==> src/rtl/mv_store_sched.sv <==
// mv_store_sched: round-robin collector of per-block motion vectors from NREQ
// search engines, serialised into single-port store writes with end-of-frame signalling.
//
// state  | meaning
// -------+-----------------------------------------------------------
// S_IDLE | waiting for frame_start; no grants
// S_RUN  | arbitrating engines, writing in-range results, counting blocks
// S_DONE | one-cycle frame_done; last write visible on the store port
module mv_store_sched #(
    parameter int NREQ         = 4,
    parameter int ADDR_W       = 21,
    parameter int BLK_W        = 12,
    parameter int FRAME_BLOCKS = 1350
) (
    input  logic                  clk,
    input  logic                  rst,
    input  logic                  frame_start,
    input  logic [ADDR_W-1:0]     frame_base,
    input  logic [NREQ-1:0]       req_valid,
    output logic [NREQ-1:0]       req_ready,
    input  logic [4*NREQ-1:0]     req_mvx,
    input  logic [4*NREQ-1:0]     req_mvy,
    input  logic [BLK_W*NREQ-1:0] req_blk,
    output logic                  mem_we,
    output logic [ADDR_W-1:0]     mem_addr,
    output logic [3:0]            mem_mvx,
    output logic [3:0]            mem_mvy,
    output logic                  busy,
    output logic                  frame_done,
    output logic                  err_range
);

    localparam int PTR_W = $clog2(NREQ);
    localparam logic [BLK_W:0]   FB       = (BLK_W+1)'(FRAME_BLOCKS);
    localparam logic [PTR_W-1:0] LAST_IDX = PTR_W'(NREQ - 1);

    typedef enum logic [1:0] {S_IDLE, S_RUN, S_DONE} state_t;

    state_t              state, state_nxt;
    logic [PTR_W-1:0]    rr_ptr;
    logic [BLK_W-1:0]    count;
    logic [ADDR_W-1:0]   base;

    logic [2*NREQ-1:0]   valid_dbl;
    logic [NREQ-1:0]     valid_rot;
    logic                found;
    logic [PTR_W-1:0]    gidx;
    logic [PTR_W:0]      scan;
    logic                xfer;
    logic [3:0]          sel_mvx, sel_mvy;
    logic [BLK_W-1:0]    sel_blk;
    logic                in_range;
    logic [BLK_W:0]      count_inc;
    logic                last;

    // Rotate valids so bit 0 is the engine at rr_ptr; the first set bit wins.
    assign valid_dbl = {req_valid, req_valid};
    assign valid_rot = NREQ'(valid_dbl >> rr_ptr);

    always_comb begin
        found = 1'b0;
        gidx  = '0;
        scan  = '0;
        for (int k = 0; k < NREQ; k++) begin
            if (!found && valid_rot[k]) begin
                found = 1'b1;
                scan  = {1'b0, rr_ptr} + (PTR_W+1)'(k);
                if (scan >= (PTR_W+1)'(NREQ))
                    scan = scan - (PTR_W+1)'(NREQ);
                gidx  = scan[PTR_W-1:0];
            end
        end
    end

    always_comb begin
        sel_mvx = '0;
        sel_mvy = '0;
        sel_blk = '0;
        for (int j = 0; j < NREQ; j++) begin
            if (gidx == PTR_W'(j)) begin
                sel_mvx = req_mvx[4*j +: 4];
                sel_mvy = req_mvy[4*j +: 4];
                sel_blk = req_blk[BLK_W*j +: BLK_W];
            end
        end
    end

    assign xfer      = (state == S_RUN) && found;
    assign in_range  = ({1'b0, sel_blk} < FB);
    assign count_inc = {1'b0, count} + (BLK_W+1)'(1);
    assign last      = (count_inc == FB);

    always_ff @(posedge clk or posedge rst) begin
        if (rst)
            state <= S_IDLE;
        else
            state <= state_nxt;
    end

    always_comb begin
        state_nxt = state;
        case (state)
            S_IDLE:  if (frame_start) state_nxt = S_RUN;
            S_RUN:   if (xfer && in_range && last) state_nxt = S_DONE;
            S_DONE:  state_nxt = S_IDLE;
            default: state_nxt = S_IDLE;
        endcase
    end

    always_comb begin
        req_ready  = '0;
        busy       = (state != S_IDLE);
        frame_done = (state == S_DONE);
        if (xfer)
            req_ready = NREQ'(1) << gidx;
    end

    // Address/data registers hold their last values between writes.
    always_ff @(posedge clk or posedge rst) begin
        if (rst) begin
            rr_ptr    <= '0;
            count     <= '0;
            base      <= '0;
            mem_we    <= 1'b0;
            mem_addr  <= '0;
            mem_mvx   <= '0;
            mem_mvy   <= '0;
            err_range <= 1'b0;
        end else begin
            mem_we    <= xfer && in_range;
            err_range <= xfer && !in_range;
            if (state == S_IDLE && frame_start) begin
                base  <= frame_base;
                count <= '0;
            end
            if (xfer) begin
                rr_ptr <= (gidx == LAST_IDX) ? '0 : gidx + PTR_W'(1);
                if (in_range) begin
                    mem_addr <= base + ADDR_W'(sel_blk);
                    mem_mvx  <= sel_mvx;
                    mem_mvy  <= sel_mvy;
                    count    <= count_inc[BLK_W-1:0];
                end
            end
        end
    end

endmodule

==> config.mk <==
export PLATFORM = sky130hd
export DESIGN_NAME = mv_store_sched
export DESIGN_NICKNAME = d
export VERILOG_FILES = /design/src/rtl/mv_store_sched.sv
export SDC_FILE = /design/constraint.sdc
export NUM_CORES = 1
export LEC_CHECK = 0
export ABC_AREA = 1
export BUFFER_PORTS_ARGS = -buffer_cell sky130_fd_sc_hd__buf_4
export CAP_MARGIN = 5
export CORE_MARGIN = 8
export CORE_UTILIZATION = 55
export CTS_BUF_LIST = sky130_fd_sc_hd__clkbuf_4
export DETAILED_ROUTE_END_ITERATION = 12
export PLACE_DENSITY = 0.85
export SYNTH_ARGS = -nofsm -noshare
export SYNTH_HDL_FRONTEND = slang
export SYNTH_SLANG_ARGS = --single-unit
export TNS_END_PERCENT = 10
==> constraint.sdc <==
create_clock -name clk -period 7.41 [get_ports clk]
set_input_delay 2.223 -clock clk [delete_from_list [all_inputs] [get_ports clk]]
set_output_delay 2.223 -clock clk [all_outputs]
set_load 0.01 [all_outputs]
Word level (Yosys, flattened, before mapping)
Cells that the tools add are included.
{"block": "word_totals", "ff_bits": 68, "in_bits": 108, "wordCells": 83}
{"block": "op_classes", "addsub": 10, "magnitude_cmp": 5, "n_eq_ne": 8, "shifts": 2, "mux": 32, "n_reduce_logical": 17}
{"operator": "12-bit 2-to-1 mux", "n": 7}
{"operator": "4-bit 2-to-1 mux", "n": 9}
{"operator": "2-bit 2-to-1 mux", "n": 11}
{"operator": "21-bit by 12-bit adder with 21-bit output", "n": 1}
{"operator": "12-bit by 1-bit adder with 13-bit output (second input constant)", "n": 1}
{"operator": "13-bit by 11-bit equality test with 1-bit output (second input constant)", "n": 1}
{"operator": "12-bit by 11-bit less-than comparator with 1-bit output (second input constant)", "n": 1}
{"operator": "3-bit greater-or-equal comparator (second input constant)", "n": 3}
{"operator": "1-bit logical AND", "n": 8}
{"operator": "8-bit by 2-bit >> shifter with 4-bit output", "n": 1}
{"operator": "2-bit by 1-bit subtractor with 2-bit output (second input constant)", "n": 4}
{"operator": "2-bit by 2-bit adder with 3-bit output (second input constant)", "n": 2}
{"operator": "2-bit equality test (second input constant)", "n": 3}
{"operator": "2-bit by 1-bit equality test with 1-bit output (second input constant)", "n": 2}
{"operator": "1-bit zero test", "n": 4}
{"operator": "2-bit zero test", "n": 2}
{"operator": "1-bit 2-to-1 mux", "n": 4}
{"operator": "2-bit one-hot mux with 2 select lines", "n": 1}
{"operator": "2-bit AND reduction", "n": 2}
{"operator": "1-bit by 2-bit left shift with 4-bit output (first input constant)", "n": 1}
{"operator": "2-bit by 1-bit adder with 3-bit output (second input constant)", "n": 1}
{"operator": "2-bit by 3-bit greater-or-equal comparator with 1-bit output (second input constant)", "n": 1}
{"operator": "2-bit by 1-bit adder with 2-bit output (second input constant)", "n": 1}
{"operator": "2-bit by 1-bit != test with 1-bit output (second input constant)", "n": 1}
{"operator": "other kinds (2)", "n": 2}

Depth between registers and ports, before layout
{"block": "logic_depth", "depth_word": 21, "mapped_depth": 31, "depth_no_buf": 30}

Worst setup path after synthesis
Ideal clock, no wire load.
{"block": "synth_path", "path_kind": "input port to output port", "startpoint": "in req_valid[0]", "endpoint": "out req_ready[2]", "arrival_time_ps": 3851, "setup_slack_ps": 1336, "stages": 12, "path_buffers": 2, "cell_sequence": "or2_0 o21ai_1 o21ai_2 nor2_2 nand3b_1 o21ai_0 inv_1 ha_1 buf_4 inv_2 buf_2 nor2_1"}
{"block": "synth_via", "elab_chain_cells": 13, "word_cells_on_any_way": 18, "classes_between": "2 x shift; 9 x mux; 7 x reduce/logical"}
{"item": "start: declaration", "line_no": "19", "rtl": "input logic [NREQ-1:0] req_valid,"}
{"item": "8-bit by 2-bit >> shifter with 4-bit output (*)", "line_no": "58", "rtl": "assign valid_rot = NREQ'(valid_dbl >> rr_ptr);"}
{"item": "1-bit 2-to-1 mux", "line_no": "65", "rtl": "if (!found && valid_rot[k]) begin"}
{"item": "1-bit zero test", "line_no": "65"}
{"item": "1-bit logical AND", "line_no": "65"}
{"item": "1-bit 2-to-1 mux", "line_no": "65"}
{"item": "1-bit zero test", "line_no": "65"}
{"item": "1-bit logical AND", "line_no": "65"}
{"item": "1-bit 2-to-1 mux", "line_no": "65"}
{"item": "1-bit zero test", "line_no": "65"}
{"item": "1-bit logical AND", "line_no": "65"}
{"item": "2-bit 2-to-1 mux or 1-bit 2-to-1 mux (tied branches)", "line_no": "65"}
{"item": "1-bit by 2-bit left shift with 4-bit output or 1-bit logical AND (tied branches)", "line_no": "115, 88"}
{"item": "4-bit 2-to-1 mux (*)", "line_no": "114", "rtl": "if (xfer)"}
{"item": "end: declaration", "line_no": "20", "rtl": "output logic [NREQ-1:0] req_ready,"}
Mark *: on every way between the ends. The rest lies on a longest branch, timed or not.

Final worst setup path
{"block": "layout_path", "startpoint": "in req_valid[1]", "endpoint": "out req_ready[2]"}
Same word-level chain as after synthesis.

==> results_dict.tcl <==
set metrics [dict create \
    drive_gt1_frac 0.258 \
    antenna_found_initial 0 \
    slowest_delay_ns 0.71 \
    finalSetupViolCount 0 \
    cts_buffer_depth 2 \
    gp_congestion 0.946 \
    dp_hpwl_um 10300 \
    htreeDepth 3 \
    min_to "mem_addr[15]" \
    yosys_warnings 0 \
    dr.first_iter.drc_count 227 \
    fillers 649 \
    start_util 0.564 \
    dr.pass1.iters 4 \
    routedWlPerCell_um 15.1 \
    tightest_slew_ns 0.844 \
    cts-buffers-inserted 9 \
    synthMuxAreaShare 0.0589 \
    cts_root_buffer "clkbuf_4" \
    maxCapViolCount 0 \
    netlist_instances 624 \
    required_ns 5.19 \
    fin_setup_tns_ns 0 \
    grt_pass1_wl_um 21200 \
    crit_buf_inv 5 \
    io_buffer_count 144 \
    hold_depth 2 \
    finalHoldViolCount 0 \
    crit_type "in2out" \
    fin_crit_sh 0.938 \
    grt.overflow.total 0 \
    reg2reg_from "rr_ptr[0]" \
    totalWireLength_um 13200 \
    ys_ff_latch 68 \
    yosysTopAreaCellShare 0.369 \
    syn-cell-area_mm2 0.00461 \
    die_w_um 108 \
    min_path_type "reg2reg" \
    start_kind "input pin" \
    hold_buffers 0 \
    drcViolationCount 0 \
    synth-xor-area-share 0.0418 \
    ant_nets 0 \
    crit_slowest_cell "ha_1" \
    rsz0062_at_grt "no" \
    post_cts_buffers 0 \
    r2r_end "mem_addr[18]" \
    outcome "complete, no violations" \
    finClkSkew_ns 0.00972 \
    ioPinCount 145 \
    clock-sinks 68 \
    synth_area_per_cell_um2 7.38 \
    max_slew_margin 0.437 \
    n_antenna_cell 0 \
    seq_area_mm2 0.00170 \
    period_minus_slack_ns 6.95 \
    layout_common_cells "nand2_1, buf_4, dfrtp_1" \
    via_per_inst 5.22 \
    multi_input_area_mm2 0.00258 \
    ys_top_cells_by_area "dfrtp_1, nand2_1, ha_1, mux2_2, nor2_1" \
    die_h_um 108 \
    grt_pass1_vias 4496 \
    slew_viol_final 0 \
    grt_max_degree 69 \
    startpoint "req_valid[1]" \
    min-delay-start "mem_addr[15]" \
    cp_cell_sequence "buf_4, o21ai_0, nand2_1, o21ai_2, inv_1, nor2_2, nand3b_1, nand4_1, o21ai_0, inv_1, ha_1, inv_2, nor2_1, buf_4" \
    ff2ff_path_depth 27 \
    max_freq_ghz 0.144 \
    worst_path_dominant_cell_family "adder cells" \
    worst-path-max-fanout 28 \
    area_delta_synth_final_pct 28.3 \
    fp-row-count 33 \
    clk-insertion-delay-late_ns 0.41 \
    ys_types 38 \
    core_mm2 0.00818 \
    endpoint_kind "primary output" \
    synth_adder_area_share 0.0559 \
    timing.critical_path.arrival_ns 4.73 \
    nets 889 \
    die_area_mm2 0.0116 \
    reg2reg_slack_ns 2.61 \
    cts_resized 0 \
    synth-compound-area-share 0.117 \
    synth_fp_nets 752 \
    cts_tree "yes" \
    clkTransAtPathRegs_ns 0.10 \
    synth_top_family_by_area "simple AND/OR/NAND/NOR gates" \
    track_usage 0.227 \
    mostFrequentLayoutCell "nand2_1" \
    yosysTopAreaCell "dfrtp_1" \
    num_vias 4547 \
    synth-seq-area-share 0.369 \
    synth-simple-area-share 0.287 \
]
-- worst min-delay path, cell delays in order, from the launching register on --
cell	delay [ns]
dfrtp_1	0.36
nand2_1	0.05
nand2_1	0.05
-- metrics by stage --
step	utilization	std cells	setup WS, ns	cell area, um2	hold WS (ns)
3_5_place_dp	0.701	855	0.500	5730	0.471
3_3_place_gp	0.701	855	0.682	5730	0.469
5_1_grt	0.723	871	0.107	5910	0.534
2_1_floorplan	-	624	1.34	4610	0.486
6_report	0.723	871	0.457	5910	0.496
4_1_cts	0.723	871	0.486	5910	0.498
-- flip-flops by register name (all words and copies together) (netlist names) --
name,flops
base,21
err_range,1
mem_we,1
mem_mvy,4
mem_mvx,4
state,2
mem_addr,21
rr_ptr,2
count,12
-- metal layers --
layer / GRT usage / up-vias / share of wire
li1: - / 2303 / -
met1: 0.261 / 2103 / 0.41
met2: 0.418 / 123 / 0.53
met3: 0.0437 / 18 / 0.046
met4: 0.0605 / 0 / 0.016
met5: 0 / - / 0
-- cell families (layout without fill, tap and decap cells) --
kind of cell / Yosys count / in the layout
AND/OR/NAND/NOR: 318 / 318
AO/OA/AOI/OAI: 96 / 96
buffers and inverters: 75 / 217
flip-flops: 68 / 68
multiplexers: 25 / 25
XOR/XNOR: 22 / 22
adder cells (fa/ha/maj): 20 / 20
-- how the worst max path moves through the flow --
stage	endpoint	slack, ns	depth (start not counted)
after global routing	req_ready[2]	0.11	16
after CTS	req_ready[2]	0.49	14
after global placement	req_ready[2]	0.68	16
after floorplan	req_ready[2]	1.34	12
final	req_ready[2]	0.46	14
after detailed placement	req_ready[2]	0.50	14
-- cells in the mapped netlist, drive strengths merged --
master / count
mux2: 17
buf: 19
clkbuf: 4
a21o: 1
nor3: 4
nand3: 36
a22oi: 10
fa: 1
dfrtp: 68
a21boi: 2
nand4: 10
mux2i: 8
o21bai: 2
nand3b: 2
a21oi: 33
ha: 19
nand2b: 1
and2: 1
xnor2: 12
or2: 5
inv: 52
xor2: 10
nand2: 206
nor2: 53
o21ai: 48
-- area by class of cell --
| type | instances | share of cell area |
|---|---|---|
| Clock buffer | 9 | 0.0114 |
| Clock inverter | 7 | 0.0195 |
| Inverter | 52 | 0.0334 |
| Multi-Input combinational cell | 481 | 0.436 |
| Sequential cell | 68 | 0.288 |
| Tap cell | 105 | 0.0222 |
| Timing Repair Buffer | 149 | 0.189 |
Power is left out: the tool's default activity adds up to more than one toggle a clock period on the data nets, which glitch-free logic cannot reach.
